File: config.mk
export PLATFORM = sky130hd
export DESIGN_NAME = clean_scheduler
export DESIGN_NICKNAME = d
export VERILOG_FILES = /design/src/rtl/clean_scheduler.sv
export SDC_FILE = /design/constraint.sdc
export NUM_CORES = 1
export LEC_CHECK = 0
export ABC_CLOCK_PERIOD_IN_PS = 2300
export CAP_MARGIN = 20
export CELL_PAD_IN_SITES_DETAIL_PLACEMENT = 1
export CELL_PAD_IN_SITES_GLOBAL_PLACEMENT = 1
export CORE_MARGIN = 2
export CORE_UTILIZATION = 40
export CTS_CLUSTER_DIAMETER = 80
export DETAILED_ROUTE_END_ITERATION = 16
export GPL_TIMING_DRIVEN = 0
export MAX_ROUTING_LAYER = met4
export PLACE_DENSITY = 0.79
export SETUP_SLACK_MARGIN = 0.02
export SYNTH_ARGS = -nofsm -noshare
export SYNTH_HDL_FRONTEND = slang
export SYNTH_SLANG_ARGS = --single-unit
File: constraint.sdc
create_clock -name clk -period 2.3 [get_ports clk]
set_input_delay 0.46 -clock clk [delete_from_list [all_inputs] [get_ports clk]]
set_output_delay 0.46 -clock clk [all_outputs]
set_load 0.1 [all_outputs]
File: src/rtl/clean_scheduler.sv
// clean_scheduler: decides when the auto-clean stage runs.
// Counts washes, queues manual requests, supervises the clean handshake.
module clean_scheduler #(
    parameter int CLEAN_INTERVAL = 10,
    parameter int COUNT_W        = 8,
    parameter int TIMEOUT_CYCLES = 64,
    parameter int TIMER_W        = 8
) (
    input  logic               clk,
    input  logic               reset,
    input  logic               wash_done,
    input  logic               manual_req,
    input  logic               machine_busy,
    input  logic               cleaning_done,
    input  logic               fault_clear,
    output logic               clean_trigger,
    output logic               lockout,
    output logic               clean_pending,
    output logic               fault,
    output logic [COUNT_W-1:0] wash_count,
    output logic [COUNT_W-1:0] clean_count
);

    typedef enum logic [2:0] {
        IDLE     = 3'd0,
        PENDING  = 3'd1,
        CLEANING = 3'd2,
        RELEASE  = 3'd3,
        FAULT    = 3'd4
    } state_t;

    // Threshold kept one bit wider so wash_count+1 never overflows the compare.
    localparam logic [COUNT_W:0] INTERVAL =
        (COUNT_W+1)'(CLEAN_INTERVAL);
    localparam logic [TIMER_W-1:0] TIMER_LAST =
        TIMER_W'(TIMEOUT_CYCLES - 1);

    state_t             state_q, state_d;
    logic [TIMER_W-1:0] timer_q, timer_d;
    logic [COUNT_W-1:0] wash_count_q, wash_count_d;
    logic [COUNT_W-1:0] clean_count_q, clean_count_d;
    logic               clean_trigger_q, clean_trigger_d;
    logic               lockout_q, lockout_d;
    logic               clean_pending_q, clean_pending_d;
    logic               fault_q, fault_d;

    logic               wash_sat;
    logic [COUNT_W:0]   wash_wide;
    logic [COUNT_W:0]   wash_inc;
    logic [COUNT_W-1:0] wash_next;
    logic               due_now;

    // Saturating wash increment and the "clean is due" test used in IDLE.
    always_comb begin
        wash_sat  = &wash_count_q;
        wash_wide = {1'b0, wash_count_q};
        wash_inc  = wash_wide + (COUNT_W+1)'(1);
        wash_next = wash_count_q;
        if (wash_done && !wash_sat) begin
            wash_next = wash_count_q + COUNT_W'(1);
        end
        due_now = manual_req
               || (wash_wide >= INTERVAL)
               || (wash_done && (wash_inc >= INTERVAL));
    end

    // Next-state, timer and counter update.
    always_comb begin
        state_d       = state_q;
        timer_d       = '0;
        wash_count_d  = wash_count_q;
        clean_count_d = clean_count_q;
        unique case (state_q)
            IDLE: begin
                wash_count_d = wash_next;
                if (due_now) begin
                    state_d = PENDING;
                end
            end
            PENDING: begin
                wash_count_d = wash_next;
                if (!machine_busy) begin
                    state_d = CLEANING;
                end
            end
            CLEANING: begin
                if (cleaning_done) begin
                    state_d       = RELEASE;
                    wash_count_d  = '0;
                    clean_count_d = clean_count_q + COUNT_W'(1);
                end else if (timer_q == TIMER_LAST) begin
                    state_d = FAULT;
                end else begin
                    timer_d = timer_q + TIMER_W'(1);
                end
            end
            RELEASE: begin
                if (!cleaning_done) begin
                    state_d = IDLE;
                end
            end
            FAULT: begin
                if (fault_clear) begin
                    state_d = IDLE;
                end
            end
            default: begin
                state_d = IDLE;
            end
        endcase
    end

    // Outputs are decoded from the next state so they register with it.
    always_comb begin
        clean_trigger_d = (state_d == CLEANING);
        clean_pending_d = (state_d == PENDING);
        fault_d         = (state_d == FAULT);
        lockout_d       = (state_d == CLEANING)
                       || (state_d == RELEASE)
                       || (state_d == FAULT);
    end

    // State, counters and registered outputs; reset abandons any clean.
    always_ff @(posedge clk or negedge reset) begin
        if (!reset) begin
            state_q         <= IDLE;
            timer_q         <= '0;
            wash_count_q    <= '0;
            clean_count_q   <= '0;
            clean_trigger_q <= 1'b0;
            lockout_q       <= 1'b0;
            clean_pending_q <= 1'b0;
            fault_q         <= 1'b0;
        end else begin
            state_q         <= state_d;
            timer_q         <= timer_d;
            wash_count_q    <= wash_count_d;
            clean_count_q   <= clean_count_d;
            clean_trigger_q <= clean_trigger_d;
            lockout_q       <= lockout_d;
            clean_pending_q <= clean_pending_d;
            fault_q         <= fault_d;
        end
    end

    assign clean_trigger = clean_trigger_q;
    assign lockout       = lockout_q;
    assign clean_pending = clean_pending_q;
    assign fault         = fault_q;
    assign wash_count    = wash_count_q;
    assign clean_count   = clean_count_q;

endmodule

### Word level (Yosys, flattened, before mapping)

Cells that the tools add are included.

| cells by class | value |
|---|---|
| add/sub/neg operators | 4 |
| multipliers | 0 |
| divide/modulo/power cells | 0 |
| order comparisons | 2 |
| eq/ne operators | 11 |
| shift-type cells | 0 |
| muxes and demuxes | 13 |
| bitwise operators | 0 |
| reduce and logical (&&, ||, !) cells | 13 |

Operators by type and width:

| cell | count |
|---|---|
| $mux W8 | 5 |
| $add A8 B1 Y8 const B | 3 |
| $mux W3 | 6 |
| $pmux W8 S2 | 1 |
| $pmux W3 S5 | 1 |
| $eq A3 B2 Y1 const B | 4 |
| $add A8 B1 Y9 const B | 1 |
| $ge A9 B4 Y1 const B | 1 |
| $eq A8 B6 Y1 const B | 1 |
| $ge A8 B4 Y1 const B | 1 |
| $reduce_and A8 Y1 | 1 |
| $eq A3 B1 Y1 const B | 2 |
| $eq A3 B3 Y1 const B | 2 |
| $logic_or A1 B1 Y1 | 4 |
| $logic_not A3 Y1 | 1 |
| $reduce_and A3 Y1 | 1 |
| $logic_and A1 B1 Y1 | 2 |
| $ne A2 B1 Y1 const B | 1 |
| $ne A2 B2 Y1 const B | 1 |
| $reduce_and A2 Y1 | 1 |
| $reduce_bool A2 Y1 | 1 |
| $reduce_or A2 Y1 | 1 |
| $logic_not A1 Y1 | 1 |

| storage, ports and cells | value |
|---|---|
| bits in registers | 31 |
| bits in latches | 0 |
| RAM bits | 0 |
| bits in read-only memories | 0 |
| output and inout bits | 20 |
| word-level logic and storage cells | 51 |
| memories | 0 |

### Longest topological paths before layout

| logic depth | value |
|---|---|
| depth after elaboration | 9 |
| depth in mapped cells | 8 |

### Worst setup path before layout

OpenSTA, ideal clock, no wires.

| timing | value |
|---|---|
| kind | reg-to-reg |
| from | reg wash_count_q[1] (netlist: wash_count[1]) |
| to | reg clean_pending_q (netlist: clean_pending) |
| arrival time | 2.440 ns |
| required time | 2.180 ns |
| slack | -0.260 ns |
| cell stages (with the launch flop) | 8 |
| buffers on the path | 1 |
| period minus slack after synthesis | 2.560 ns |
| cells stage by stage | dfrtp_1 ha_1 buf_12 nand2_1 or3_1 a311oi_2 a31oi_1 and3_1 |

| between the ends | value |
|---|---|
| longest elaborated chain between the ends | 7 |

RTL lines:

| what | RTL line | RTL |
|---|---|---|
| start: declaration | 40 | `logic [COUNT_W-1:0] wash_count_q, wash_count_d;` |
| start signal: assignment | 137 | `wash_count_q <= wash_count_d;` |
| $add A8 B1 Y9 | 57 | `wash_inc = wash_wide + (COUNT_W+1)'(1);` |
| $ge A9 B4 Y1 | 64 | `\|\| (wash_done && (wash_inc >= INTERVAL));` |
| $logic_and A1 B1 Y1 | 64 |  |
| $logic_or A1 B1 Y1 * | 64 |  |
| $mux W3 * | 76 | `if (due_now) begin` |
| $pmux W3 S5 * | 73 | `unique case (state_q)` |
| net state_d[0] | 38 | `state_t state_q, state_d;` |
| $eq A3 B1 Y1 * | 116 | `clean_pending_d = (state_d == PENDING);` |
| net clean_pending_d | 44 | `logic clean_pending_q, clean_pending_d;` |
| end signal: assignment | 141 | `clean_pending_q <= clean_pending_d;` |
| end: declaration | 44 |  |

The timed path passes the listed nets; every way through them passes the cells marked *.
A chain may end at the register's enable or synchronous reset.

### Worst setup path in the final report

| timing | value |
|---|---|
| from | reg clean_count_q[7] (netlist: clean_count[7]) |
| to | out clean_count[7] |

RTL lines:

| what | RTL line | RTL |
|---|---|---|
| start: declaration | 41 | `logic [COUNT_W-1:0] clean_count_q, clean_count_d;` |
| start signal: assignment | 138 | `clean_count_q <= clean_count_d;` |
| end: declaration | 21 | `output logic [COUNT_W-1:0] clean_count` |

No word-level cell between the ends.

==> results.py <==
metrics = {
    "critical_path": {
        "cp_slowest_stage_delay_ns": 1.14,
        "required_time_at_the_endpoint_of_the_critical_path_ns": 1.84,
        "kind_of_critical_path": "reg -> out",
        "critPathTopFamily": "buffers and inverters",
        "arrival_ns": 1.77,
        "critPathCaptureType": "output pin",
        "crit_path_top_delay_cell": "sky130_fd_sc_hd__clkdlybuf4s50_1",
        "critPathBufInv": 1,
        "worst-path-max-fanout": 2,
        "list_of_cells_traversed_by_the_critical_path": "clkdlybuf4s50_1",
        "start_kind": "register",
    },
    "die": {
        "die-height_um": 67.4,
        "coreArea_mm2": 0.00394,
        "io_pins": 27,
        "initial_core_util_pct": 40.8,
        "die_area_mm2": 0.00455,
        "site_row_count": 23,
        "die_width_um": 67.4,
    },
    "status": {
        "status": "complete, no violations",
    },
    "synth": {
        "synth_seq_area_share_pct": 48.2,
        "dominantRegCellSynth": "sky130_fd_sc_hd__dfrtp_1",
        "yosys_warnings": 0,
        "synthesis.area_per_instance_um2": 9.58,
        "ys_async_sr_fraction_pct": 100,
        "synth.ff_latch_count": 31,
        "mappedNetlistNets": 180,
        "syn_area_mm2": 0.00161,
        "synth-edff-count": 0,
        "synthCells": 168,
        "yosysUniqueCellTypes": 38,
    },
    "routing": {
        "drtPass1Iterations": 4,
        "num_vias": 1355,
        "totalWireLength_mm": 4.05,
        "dr.max_layer_used": "met4",
        "route.met3.wl_um": 130,
        "detail-route-antenna-nets": 0,
        "routedLengthMet1_mm": 1.72,
        "drcViolationCount": 0,
        "drt-vias-per-instance": 5.36,
        "routedWlPerCell_um": 16.0,
        "first_iter_violations": 66,
        "met2_wirelength_mm": 2.16,
    },
    "clock_network": {
        "cts-hold-fix-buffers": 0,
        "cts-resized-gates": 13,
        "cts_setup_buffers": 0,
        "cts_root_buf": "sky130_fd_sc_hd__clkbuf_8",
        "cts_tree": "built",
        "cts_sinks": 31,
        "cts_buffer_depth": 2,
        "cts_made_buffers": 5,
        "h-tree-depth": 2,
        "clk_latency_ns": 0.28,
        "worst_setup_hold_path_clk_slew_ns": 0.06,
    },
    "power_and_ir_drop": {
        "vdd_drop_max_uv": 691,
        "netSwitchingFraction_pct": 52.1,
        "power.share.combinational_pct": 50.7,
        "p_switching_mw": 1.27,
        "power_frac_seq_pct": 32.7,
        "total_power_mw": 2.44,
        "cell_internal_pwr_mw": 1.17,
        "p_clk_share_pct": 16.7,
        "power.density_cell_area_mw_per_mm2": 1200,
        "power.leakage_nw": 0.944,
    },
    "grt": {
        "grt_antenna_before_repair": 0,
        "gr-usage-all-layers_pct": 20.7,
        "grt_pass1_wl_mm": 6.87,
        "global_route.overflow_total": 0,
        "grt_start_max_net_pins": 20,
        "grt_pass1_vias": 1530,
    },
    "timing": {
        "max_freq_ghz": 0.448,
        "setup_slack_ns": 0.0677,
        "worst_pin_slew_ns": 0.986,
        "clock-skew-final_ns": 0.00293,
        "unrepaired_setup_endpoints_after_global_routing": "no",
        "report.final.hold_viol_count": 0,
        "setup_viol": 0,
        "finalMaxSlewViolations": 0,
        "tns_ns": 0,
        "slew-limit-headroom_pct": 34.6,
        "final_period_minus_worst_setup_slack_ns": 2.23,
        "finalHoldWorstSlack_ns": 0.471,
        "fin_crit_sh_pct": 97.1,
    },
    "final_layout": {
        "fin_area_mm2": 0.00203,
        "area_delta_synth_final_pct": 26.3,
        "antenna-diode-count": 0,
        "fin_cells": 253,
        "mostFrequentLayoutCells": "sky130_fd_sc_hd__dfrtp_1 (29), sky130_fd_sc_hd__nor2_1 (21), sky130_fd_sc_hd__nand2_1 (15)",
        "final_stage_net_count": 214,
        "post_route_cells_drive_above_1_share_pct": 10.3,
        "finish.utilization_pct": 51.5,
        "layout.filler_cells": 473,
        "final_common_cell": "sky130_fd_sc_hd__dfrtp_1",
    },
    "placed_design": {
        "place.gp.congestion": 0.838,
        "dpl-instance-area_mm2": 0.00196,
        "dpl.hpwl_mm": 3.02,
        "post-place-cells": 245,
        "port_buffers": 26,
        "place_worst_setup_slack_ns": 0.204,
    },
    "job": {
        "maxCapViolCount": 0,
    },
    "worst_hold_path": {
        "worst_hold_path_type": "reg -> reg",
    },
}
[final cells by class]
type / count / area (µm²) / area share (%)
Clock inverter: 1 / 5.00 / 0.246
Multi-Input combinational cell: 123 / 756 / 37.2
Tap cell: 50 / 62.6 / 3.08
Sequential cell: 31 / 778 / 38.3
Timing Repair Buffer: 27 / 277 / 13.6
Buffer: 6 / 47.5 / 2.34
Inverter: 8 / 30.0 / 1.48
Clock buffer: 7 / 76.3 / 3.76
[metal layers]
| layer | vias up | global-route usage [%] |
|---|---|---|
| met1 | 674 | 24.3 |
| met3 | 6 | 3.83 |
| met2 | 24 | 35.3 |
| met4 | 0 | 7.65 |
| met5 | - | - |
| li1 | 651 | - |
[flip-flops by register name, indices dropped and copies added (netlist names)]
| register | flops |
|---|---|
| clean_trigger | 1 |
| clean_pending | 1 |
| state_q | 3 |
| timer_q | 8 |
| clean_count | 8 |
| wash_count | 8 |
| lockout | 1 |
| fault | 1 |
[logic make-up after synthesis]
kind of cell             count (synthesis)  share of synthesized area, %
AND/OR/NAND/NOR                         77                          24.7
buffers and inverters                   14                          4.82
XOR/XNOR                                14                          7.62
adder cells (fa/ha/maj)                  5                          3.89
flip-flops                              31                          48.2
multiplexers                             1                         0.622
AO/OA/AOI/OAI                           26                          10.1
[worst paths after layout]
| check | slack, ns | start | cells after the start | end |
|---|---|---|---|---|
| setup / recovery | 0.07 | clean_count[7] | 1 | clean_count[7] |
| hold / removal | 0.47 | clean_count[7] | 1 | clean_count[7] |
| setup reg to reg | 0.21 | wash_count[0] | 6 | clean_pending |
| hold reg to reg | 0.47 | clean_count[7] | 1 | clean_count[7] |
| max in group asynchronous | 1.16 | reset | 2 | clean_count[3] |
| min in group asynchronous | 0.60 | reset | 1 | timer_q[6] |
[Yosys cell counts (3+ instances only)]
cell	number	area [µm²]
sky130_fd_sc_hd__inv_1	8	30.0
sky130_fd_sc_hd__o21ai_0	10	50.1
sky130_fd_sc_hd__nor3_1	3	15.0
sky130_fd_sc_hd__ha_1	5	62.6
sky130_fd_sc_hd__xnor2_1	11	96.3
sky130_fd_sc_hd__nand4_1	4	25.0
sky130_fd_sc_hd__nand2b_1	3	18.8
sky130_fd_sc_hd__nand3_1	12	60.1
sky130_fd_sc_hd__nand2_1	15	56.3
sky130_fd_sc_hd__a21oi_1	5	25.0
sky130_fd_sc_hd__xor2_1	3	26.3
sky130_fd_sc_hd__buf_2	4	20.0
sky130_fd_sc_hd__nor2_1	21	78.8
sky130_fd_sc_hd__and3_1	4	25.0
sky130_fd_sc_hd__o31ai_1	4	30.0
sky130_fd_sc_hd__dfrtp_1	31	776
[power by group through the flow]
| stage | registers (mW) | logic [mW] | clock network, mW |
|---|---|---|---|
| 2_1_floorplan | 1.37 | 0.359 | 0 |
| 3_3_place_gp | 0.796 | 1.23 | 0 |
| 3_5_place_dp | 0.811 | 1.27 | 0 |
| 4_1_cts | 0.799 | 1.24 | 0.417 |
| 5_1_grt | 0.820 | 1.31 | 0.444 |
| 6_report | 0.796 | 1.23 | 0.407 |
Note: power is estimated with default switching activity, not from simulation.
